<file path="config.mk">
export PLATFORM = sky130hd
export DESIGN_NAME = pc_seq
export DESIGN_NICKNAME = d
export VERILOG_FILES = /design/src/rtl/pc_seq_pkg.sv /design/src/rtl/pc_seq.sv
export SDC_FILE = /design/constraint.sdc
export NUM_CORES = 1
export LEC_CHECK = 0
export BUFFER_PORTS_ARGS = -buffer_cell sky130_fd_sc_hd__buf_2
export CAP_MARGIN = 5
export CORE_MARGIN = 3
export CORE_UTILIZATION = 47
export CTS_CLUSTER_DIAMETER = 150
export DETAILED_ROUTE_END_ITERATION = 10
export GPL_ROUTABILITY_DRIVEN = 0
export PLACE_DENSITY = 0.9
export SETUP_SLACK_MARGIN = 0.3
export SYNTH_ARGS = -nofsm -noshare
export SYNTH_HDL_FRONTEND = slang
export SYNTH_SLANG_ARGS = --single-unit
</file>
<file path="constraint.sdc">
create_clock -name clock -period 3.2 [get_ports clock]
set_clock_uncertainty 0.2 [all_clocks]
set_input_delay 0.48 -clock clock [delete_from_list [all_inputs] [get_ports clock]]
set_output_delay 0.48 -clock clock [all_outputs]
set_load 0.02 [all_outputs]
</file>
<file path="src/rtl/pc_seq_pkg.sv">
// rtl/pc_seq_pkg.sv - shared pc_gen control codes and sequencer state encodings
package pc_seq_pkg;

   // Control codes seen by pc_gen
   localparam logic [3:0] PC_IGN = 4'd0;
   localparam logic [3:0] PC_KEP = 4'd1;
   localparam logic [3:0] PC_IRQ = 4'd2;
   localparam logic [3:0] PC_RST = 4'd3;

   // Sequencer states
   typedef enum logic [2:0] {
      SEQ_RST       = 3'd0,
      SEQ_RUN       = 3'd1,
      SEQ_STALL     = 3'd2,
      SEQ_IRQ_WAIT  = 3'd3,
      SEQ_IRQ_ENTER = 3'd4
   } seq_state_t;

endpackage

</file>
<file path="src/rtl/pc_seq.sv">
// rtl/pc_seq.sv - front-end sequencer driving pc_gen, reg_array freeze, flush and interrupt entry
module pc_seq
   import pc_seq_pkg::*;
#(
   parameter int RST_CYCLES = 2
)(
   input  logic        clock,
   input  logic        rst_n,
   input  logic        stall_req,
   input  logic        irq_req,
   input  logic        irq_en,
   input  logic        br_in_flight,
   input  logic        ret_i,
   input  logic [31:0] pc,
   output logic [3:0]  pc_prectl,
   output logic        rd_clk_cls,
   output logic        flush,
   output logic        irq_ack,
   output logic [31:0] zz_spc,
   output logic        in_isr
);

   localparam logic [3:0] RST_LOAD = 4'(RST_CYCLES - 1);

   seq_state_t  r_state;
   seq_state_t  w_state_nxt;
   logic [3:0]  r_rst_cnt;
   logic [31:0] r_spc;
   logic        r_in_isr;
   logic        w_take;
   logic        w_irq_live;
   logic [3:0]  w_prectl;
   logic        w_cls;
   logic        w_flush;
   logic        w_ack;

   // The old in_isr masks the request, so a return and a new request in the
   // same cycle delay entry by one cycle.
   assign w_take     = irq_req & irq_en & ~r_in_isr;
   assign w_irq_live = irq_req & irq_en;

   // State register and post-reset hold counter
   always_ff @(posedge clock or negedge rst_n) begin
      if (!rst_n) begin
         r_state   <= SEQ_RST;
         r_rst_cnt <= RST_LOAD;
      end else begin
         r_state <= w_state_nxt;
         if (r_state == SEQ_RST && r_rst_cnt != 4'd0)
            r_rst_cnt <= r_rst_cnt - 4'd1;
      end
   end

   // Saved return PC and handler-active flag; the save happens on the edge leaving IRQ_ENTER
   always_ff @(posedge clock or negedge rst_n) begin
      if (!rst_n) begin
         r_spc    <= 32'd0;
         r_in_isr <= 1'b0;
      end else if (r_state == SEQ_IRQ_ENTER) begin
         r_spc    <= pc;
         r_in_isr <= 1'b1;
      end else if (r_state != SEQ_RST && ret_i) begin
         r_in_isr <= 1'b0;
      end
   end

   // Next-state selection
   always_comb begin
      w_state_nxt = r_state;
      case (r_state)
         SEQ_RST: begin
            if (r_rst_cnt == 4'd0)
               w_state_nxt = SEQ_RUN;
         end
         SEQ_RUN: begin
            if (stall_req)
               w_state_nxt = SEQ_STALL;
            else if (w_take && br_in_flight)
               w_state_nxt = SEQ_IRQ_WAIT;
            else if (w_take)
               w_state_nxt = SEQ_IRQ_ENTER;
         end
         SEQ_STALL: begin
            if (!stall_req)
               w_state_nxt = SEQ_RUN;
         end
         SEQ_IRQ_WAIT: begin
            // A stall keeps the request pending as a level; a dropped request is abandoned
            if (stall_req)
               w_state_nxt = SEQ_STALL;
            else if (!w_irq_live)
               w_state_nxt = SEQ_RUN;
            else if (!br_in_flight)
               w_state_nxt = SEQ_IRQ_ENTER;
         end
         SEQ_IRQ_ENTER: begin
            w_state_nxt = SEQ_RUN;
         end
         default: begin
            w_state_nxt = SEQ_RST;
         end
      endcase
   end

   // Moore output decode from state only
   always_comb begin
      w_prectl = PC_IGN;
      w_cls    = 1'b0;
      w_flush  = 1'b0;
      w_ack    = 1'b0;
      case (r_state)
         SEQ_RST: begin
            w_prectl = PC_RST;
            w_cls    = 1'b1;
            w_flush  = 1'b1;
         end
         SEQ_STALL, SEQ_IRQ_WAIT: begin
            w_prectl = PC_KEP;
            w_cls    = 1'b1;
         end
         SEQ_IRQ_ENTER: begin
            w_prectl = PC_IRQ;
            w_flush  = 1'b1;
            w_ack    = 1'b1;
         end
         default: begin
            w_prectl = PC_IGN;
         end
      endcase
   end

   assign pc_prectl  = w_prectl;
   assign rd_clk_cls = w_cls;
   assign flush      = w_flush;
   assign irq_ack    = w_ack;
   assign zz_spc     = r_spc;
   assign in_isr     = r_in_isr;

endmodule

</file>
# After elaboration in Yosys (flattened, before gate mapping)
# Index checks and enable logic that the tools add are counted.
classes:
  addsub: 1
  bitwise_logic: 3
  eq_ne: 8
  muxes: 15
  reduce_logical: 12
ops:
  columns: ["operator", "count"]
  rows:
  - ["two-way mux 3 bit", 8]
  - ["case mux 3 bit (5 select lines)", 1]
  - ["!= test 4 bit, second input constant", 2]
  - ["== test 3 x 2 -> 1 bit, second input constant", 2]
  - ["case mux 2 bit (3 select lines)", 1]
  - ["two-way mux 1 bit", 5]
  - ["zero test 4 bit", 1]
  - ["AND reduction 4 bit", 1]
  - ["nonzero test 4 bit", 1]
  - ["OR reduction 2 bit", 2]
  - ["subtractor 4 x 1 -> 4 bit, second input constant", 1]
  - ["== test 3 x 1 -> 1 bit, second input constant", 1]
  - ["== test 3 bit, second input constant", 1]
  - ["logical AND 1 bit", 3]
  - ["zero test 3 bit", 1]
  - ["nonzero test 3 bit", 1]
  - ["OR reduction 3 bit", 1]
  - ["bitwise AND 1 bit", 2]
  - ["!= test 2 x 1 -> 1 bit, second input constant", 1]
  - ["!= test 2 bit, second input constant", 1]
  - ["nonzero test 2 bit", 1]
  - ["inverter 1 bit", 1]
totals:
  output_inout_bits: 40
  input_bits: 39
  reg_bits: 40
  wordCells: 43

# Logic depth before layout (Yosys ltp)
depth:
  depth_word: 6
  depth_mapped: 8

# Worst setup path before layout
# Ideal clock, no wire load.
synth_timing:
  path_type: "register -> output"
  startpoint: "register r_state[1]"
  endpoint: "output irq_ack"
  path_slack_ns: 1.264
  stages_incl_launch_ff: 7
  arrival_ns: 1.256
  path_cell_list: "dfrtp_1 > buf_6 > or2_4 > inv_2 > and2_4 > buf_12 > buf_12"
synth_between:
  elab_chain_len: 2
synth_lines:
  columns: ["item", "line_no", "text"]
  rows:
  - ["start, declared", "pc_seq.sv:25", "seq_state_t r_state;"]
  - ["start signal, assigned", "pc_seq.sv:48", "r_state <= w_state_nxt;"]
  - ["== test 3 bit", "pc_seq.sv:111", "case (r_state)"]
  - ["two-way mux 1 bit", "pc_seq.sv:111", null]
  - ["end, declared", "pc_seq.sv:18", "output logic irq_ack,"]
# Every way passes these cells.

# Worst setup path after layout
# Ends and elaborated chain as after synthesis.

==> results.rst <==
.. list-table::
   :header-rows: 1

   * - Metric
     - Value
   * - Hold Path Class
     - input pin to asynchronous set/reset pin
   * - Number of post-CTS setup repair buffers
     - 0
   * - Number of antenna violations at the first check in global routing
     - 0
   * - Global-route usage over all layers
     - 0.146
   * - Number of iterations in the first detailed-routing pass
     - 4
   * - Final Setup Violations
     - 0
   * - Maximum achievable frequency
     - 424 MHz
   * - Mapped cell area
     - 1840 um^2
   * - H-tree depth
     - 2
   * - Required @ worst endpoint
     - between 2 and 3 ns
   * - # diodes
     - 0
   * - Area of the die
     - 4690 um^2
   * - Post-Synth Simple-Gate Area
     - 0.0593
   * - Routed vias/inst
     - 4.76
   * - Number of standard cells in the layout, taps in and fillers out
     - 250
   * - CP Capture Type
     - output port
   * - I/O pin total
     - 79
   * - Clock tree from TritonCTS
     - built
   * - Synthesis-stage register bit count
     - 40
   * - Fraction of synthesized area in multiplexers
     - 0.259
   * - Maximum ir drop on the vdd rail
     - 0.474 mV
   * - First-pass GRT wire length
     - roughly 5.2 mm
   * - Number of clock sinks seen by CTS
     - 40
   * - Iteration-0 DRC Markers
     - 79
   * - Hold WS
     - 0.105 ns
   * - Horizontal die dimension
     - 68.5 um
   * - Count of warnings emitted by yosys
     - 0
   * - Post-detailed-routing wire length
     - 3.38 mm
   * - Count of vias placed by the detailed router
     - 1189
   * - Number of global-route vias before repair
     - 1121
   * - Die height
     - 68.5 um
   * - Clock latency of the later-clocked register in the worst-skew pair
     - 0.28 ns
   * - Final min period
     - 2.36 ns
   * - IO Port Bufs
     - 76
   * - Reg2Reg Setup Slack
     - 1.04 ns
   * - Average cell area after synthesis
     - 14.8 um^2
   * - Clk buf depth
     - 2
   * - Worst setup path class
     - register to output port
   * - Power Dens Cells
     - 999 nW/um^2
   * - Ratio of cells with drive above 1 in the final layout
     - 0.604
   * - Core Region
     - 3720 um^2
   * - Dominant combinational cell family by area after synthesis
     - multiplexers
   * - Number of buffers created by CTS
     - 5
   * - Number of distinct standard cells referenced by the synthesized netlist
     - 30
   * - Slew @ Worst Pin
     - 0.861 ns
   * - Final cycle utilization of the critical path
     - 0.737
   * - Number of placement rows
     - 22
   * - Total power after layout
     - 2.30 mW
   * - Number of buffers inserted by hold repair at cts
     - 0
   * - Average routed wire per standard cell
     - 13.5 um
   * - Setup TNS
     - 0 ns
   * - Fin. max-slew vios
     - 0
   * - Commonest cells after routing, fill and taps aside
     - sky130_fd_sc_hd__buf_2 (76), sky130_fd_sc_hd__dfrtp_1 (39), sky130_fd_sc_hd__mux2_4 (28)
   * - Area delta synth->final
     - 25.6%
   * - Max FO, Critical Path
     - 19
   * - Register area share after synthesis
     - 0.546
   * - Relative max-transition margin
     - 0.426
   * - Residual DRC count
     - 0
   * - Post-cts sizing count
     - 0
   * - Post-layout utilization of the core
     - 0.621
   * - Root Driver
     - sky130_fd_sc_hd__clkbuf_8
   * - Residual overflow from global routing
     - 0
   * - Initial Utilization
     - 0.494
   * - Max-cap violation count
     - 0
   * - Element type at the critical path start
     - register
   * - Synthesized-area fraction occupied by xor and xnor cells
     - 0.00954
   * - Share of the synthesized area in compound gates (AO/OA/AOI/OAI)
     - 0.0456
   * - Largest net degree at the start of global routing
     - roughly 40
   * - Fraction of the mapped netlist area in adder cells
     - 0.00681
   * - Clock transition at the registers of the reported paths
     - roughly 0.07 ns
   * - Placed wire-length estimate
     - 2.47 mm
   * - Placed cell count
     - 242
   * - Number of nets with antenna violations after routing
     - 0
   * - Result of the run
     - complete, no violations
   * - Setup repair after global routing missed its margin
     - no
   * - Final-report hold violation count
     - 0
   * - Post-synthesis instance total
     - 124
   * - Worst EP arrival
     - approximately 1.7 ns
   * - Static leakage
     - between 1 and 1.5 nW
   * - Total Nets Final
     - 241
   * - Leading cell type in the layout, fill and taps excluded
     - sky130_fd_sc_hd__buf_2
## report_power, final
group          internal [mW]  switching (mW)
logic                  0.463           0.504
clock network          0.312           0.164
registers              0.724           0.137
## critical path, stage by stage (launching register included)
cell                      delay, ns
sky130_fd_sc_hd__dfrtp_1       0.46
sky130_fd_sc_hd__or2_4         0.30
sky130_fd_sc_hd__inv_2         0.06
sky130_fd_sc_hd__and2_4        0.34
sky130_fd_sc_hd__buf_2         0.23
## path summary, 6_finish.rpt
kind | cells past startpoint | to | start
min in group clock | 2 | in_isr | ret_i
max in group asynchronous | 1 | r_state[1] | rst_n
min reg2reg | 1 | zz_spc[1] | zz_spc[1]
max reg2reg | 5 | zz_spc[9] | r_state[1]
max | 4 | irq_ack | r_state[1]
min | 1 | zz_spc[18] | rst_n
## stage by stage
step / cell area, um^2 / setup WS, ns
floorplan: 1840 / 1.26
global placement: 2170 / 1.09
detailed placement: 2170 / 1.03
CTS: 2310 / 0.821
global route: 2310 / 0.761
finish: 2310 / 0.842
## kinds of logic after synthesis
logic type | Yosys count
compound gates | 12
xor+xnor | 2
fa+ha+maj | 1
buf+inv | 13
flops | 40
mux | 33
other cells | 1
simple gates | 22
## Yosys cell counts
cell type,count,area (um^2)
sky130_fd_sc_hd__a21boi_2,1,11.3
sky130_fd_sc_hd__nor3_1,4,20.0
sky130_fd_sc_hd__or2_4,1,8.76
sky130_fd_sc_hd__a22oi_1,1,7.51
sky130_fd_sc_hd__inv_1,4,15.0
sky130_fd_sc_hd__mux2_2,4,45.0
sky130_fd_sc_hd__inv_2,1,3.75
sky130_fd_sc_hd__and2_4,1,8.76
sky130_fd_sc_hd__nand3_1,1,5.00
sky130_fd_sc_hd__nand2_1,7,26.3
sky130_fd_sc_hd__a21oi_1,3,15.0
sky130_fd_sc_hd__nor2_1,5,18.8
sky130_fd_sc_hd__ha_1,1,12.5
sky130_fd_sc_hd__mux2_4,28,420
sky130_fd_sc_hd__dfstp_2,1,26.3
sky130_fd_sc_hd__a22o_1,2,17.5
sky130_fd_sc_hd__a31oi_1,1,6.26
sky130_fd_sc_hd__buf_6,1,11.3
sky130_fd_sc_hd__nand2b_1,1,6.26
sky130_fd_sc_hd__xnor2_1,2,17.5
sky130_fd_sc_hd__or3b_2,1,8.76
sky130_fd_sc_hd__buf_12,4,80.1
sky130_fd_sc_hd__a2111oi_0,1,8.76
sky130_fd_sc_hd__dfrtp_1,39,976
sky130_fd_sc_hd__o21ai_0,2,10.0
sky130_fd_sc_hd__conb_1,1,3.75
sky130_fd_sc_hd__mux2i_1,1,10.0
sky130_fd_sc_hd__o31ai_1,1,7.51
sky130_fd_sc_hd__and2_1,1,6.26
sky130_fd_sc_hd__buf_4,3,22.5
## layer usage
| layer | track usage | part of all wire | vias up |
|---|---|---|---|
| met5 | 0 | 0 | - |
| met4 | 0.0298 | 0 | 0 |
| met3 | 0.0551 | 0.11 | 0 |
| met2 | 0.210 | 0.41 | 63 |
| met1 | 0.210 | 0.48 | 553 |
| li1 | - | - | 573 |
## sequential cells by signal, summed over array words and instances (netlist names)
name / count
in_isr: 1
r_rst_cnt: 4
r_state: 3
zz_spc: 32
## area by class of cell
cell class | count | area [um^2]
clock inverter | 2 | 60.1
multi-input combinational | 72 | 706
timing repair buffer | 77 | 388
tap | 48 | 60.1
fill | 296 | 1410
clock buffer | 6 | 72.6
sequential | 40 | 1000
inverter | 5 | 18.8
(Power assumes the default switching activity.)
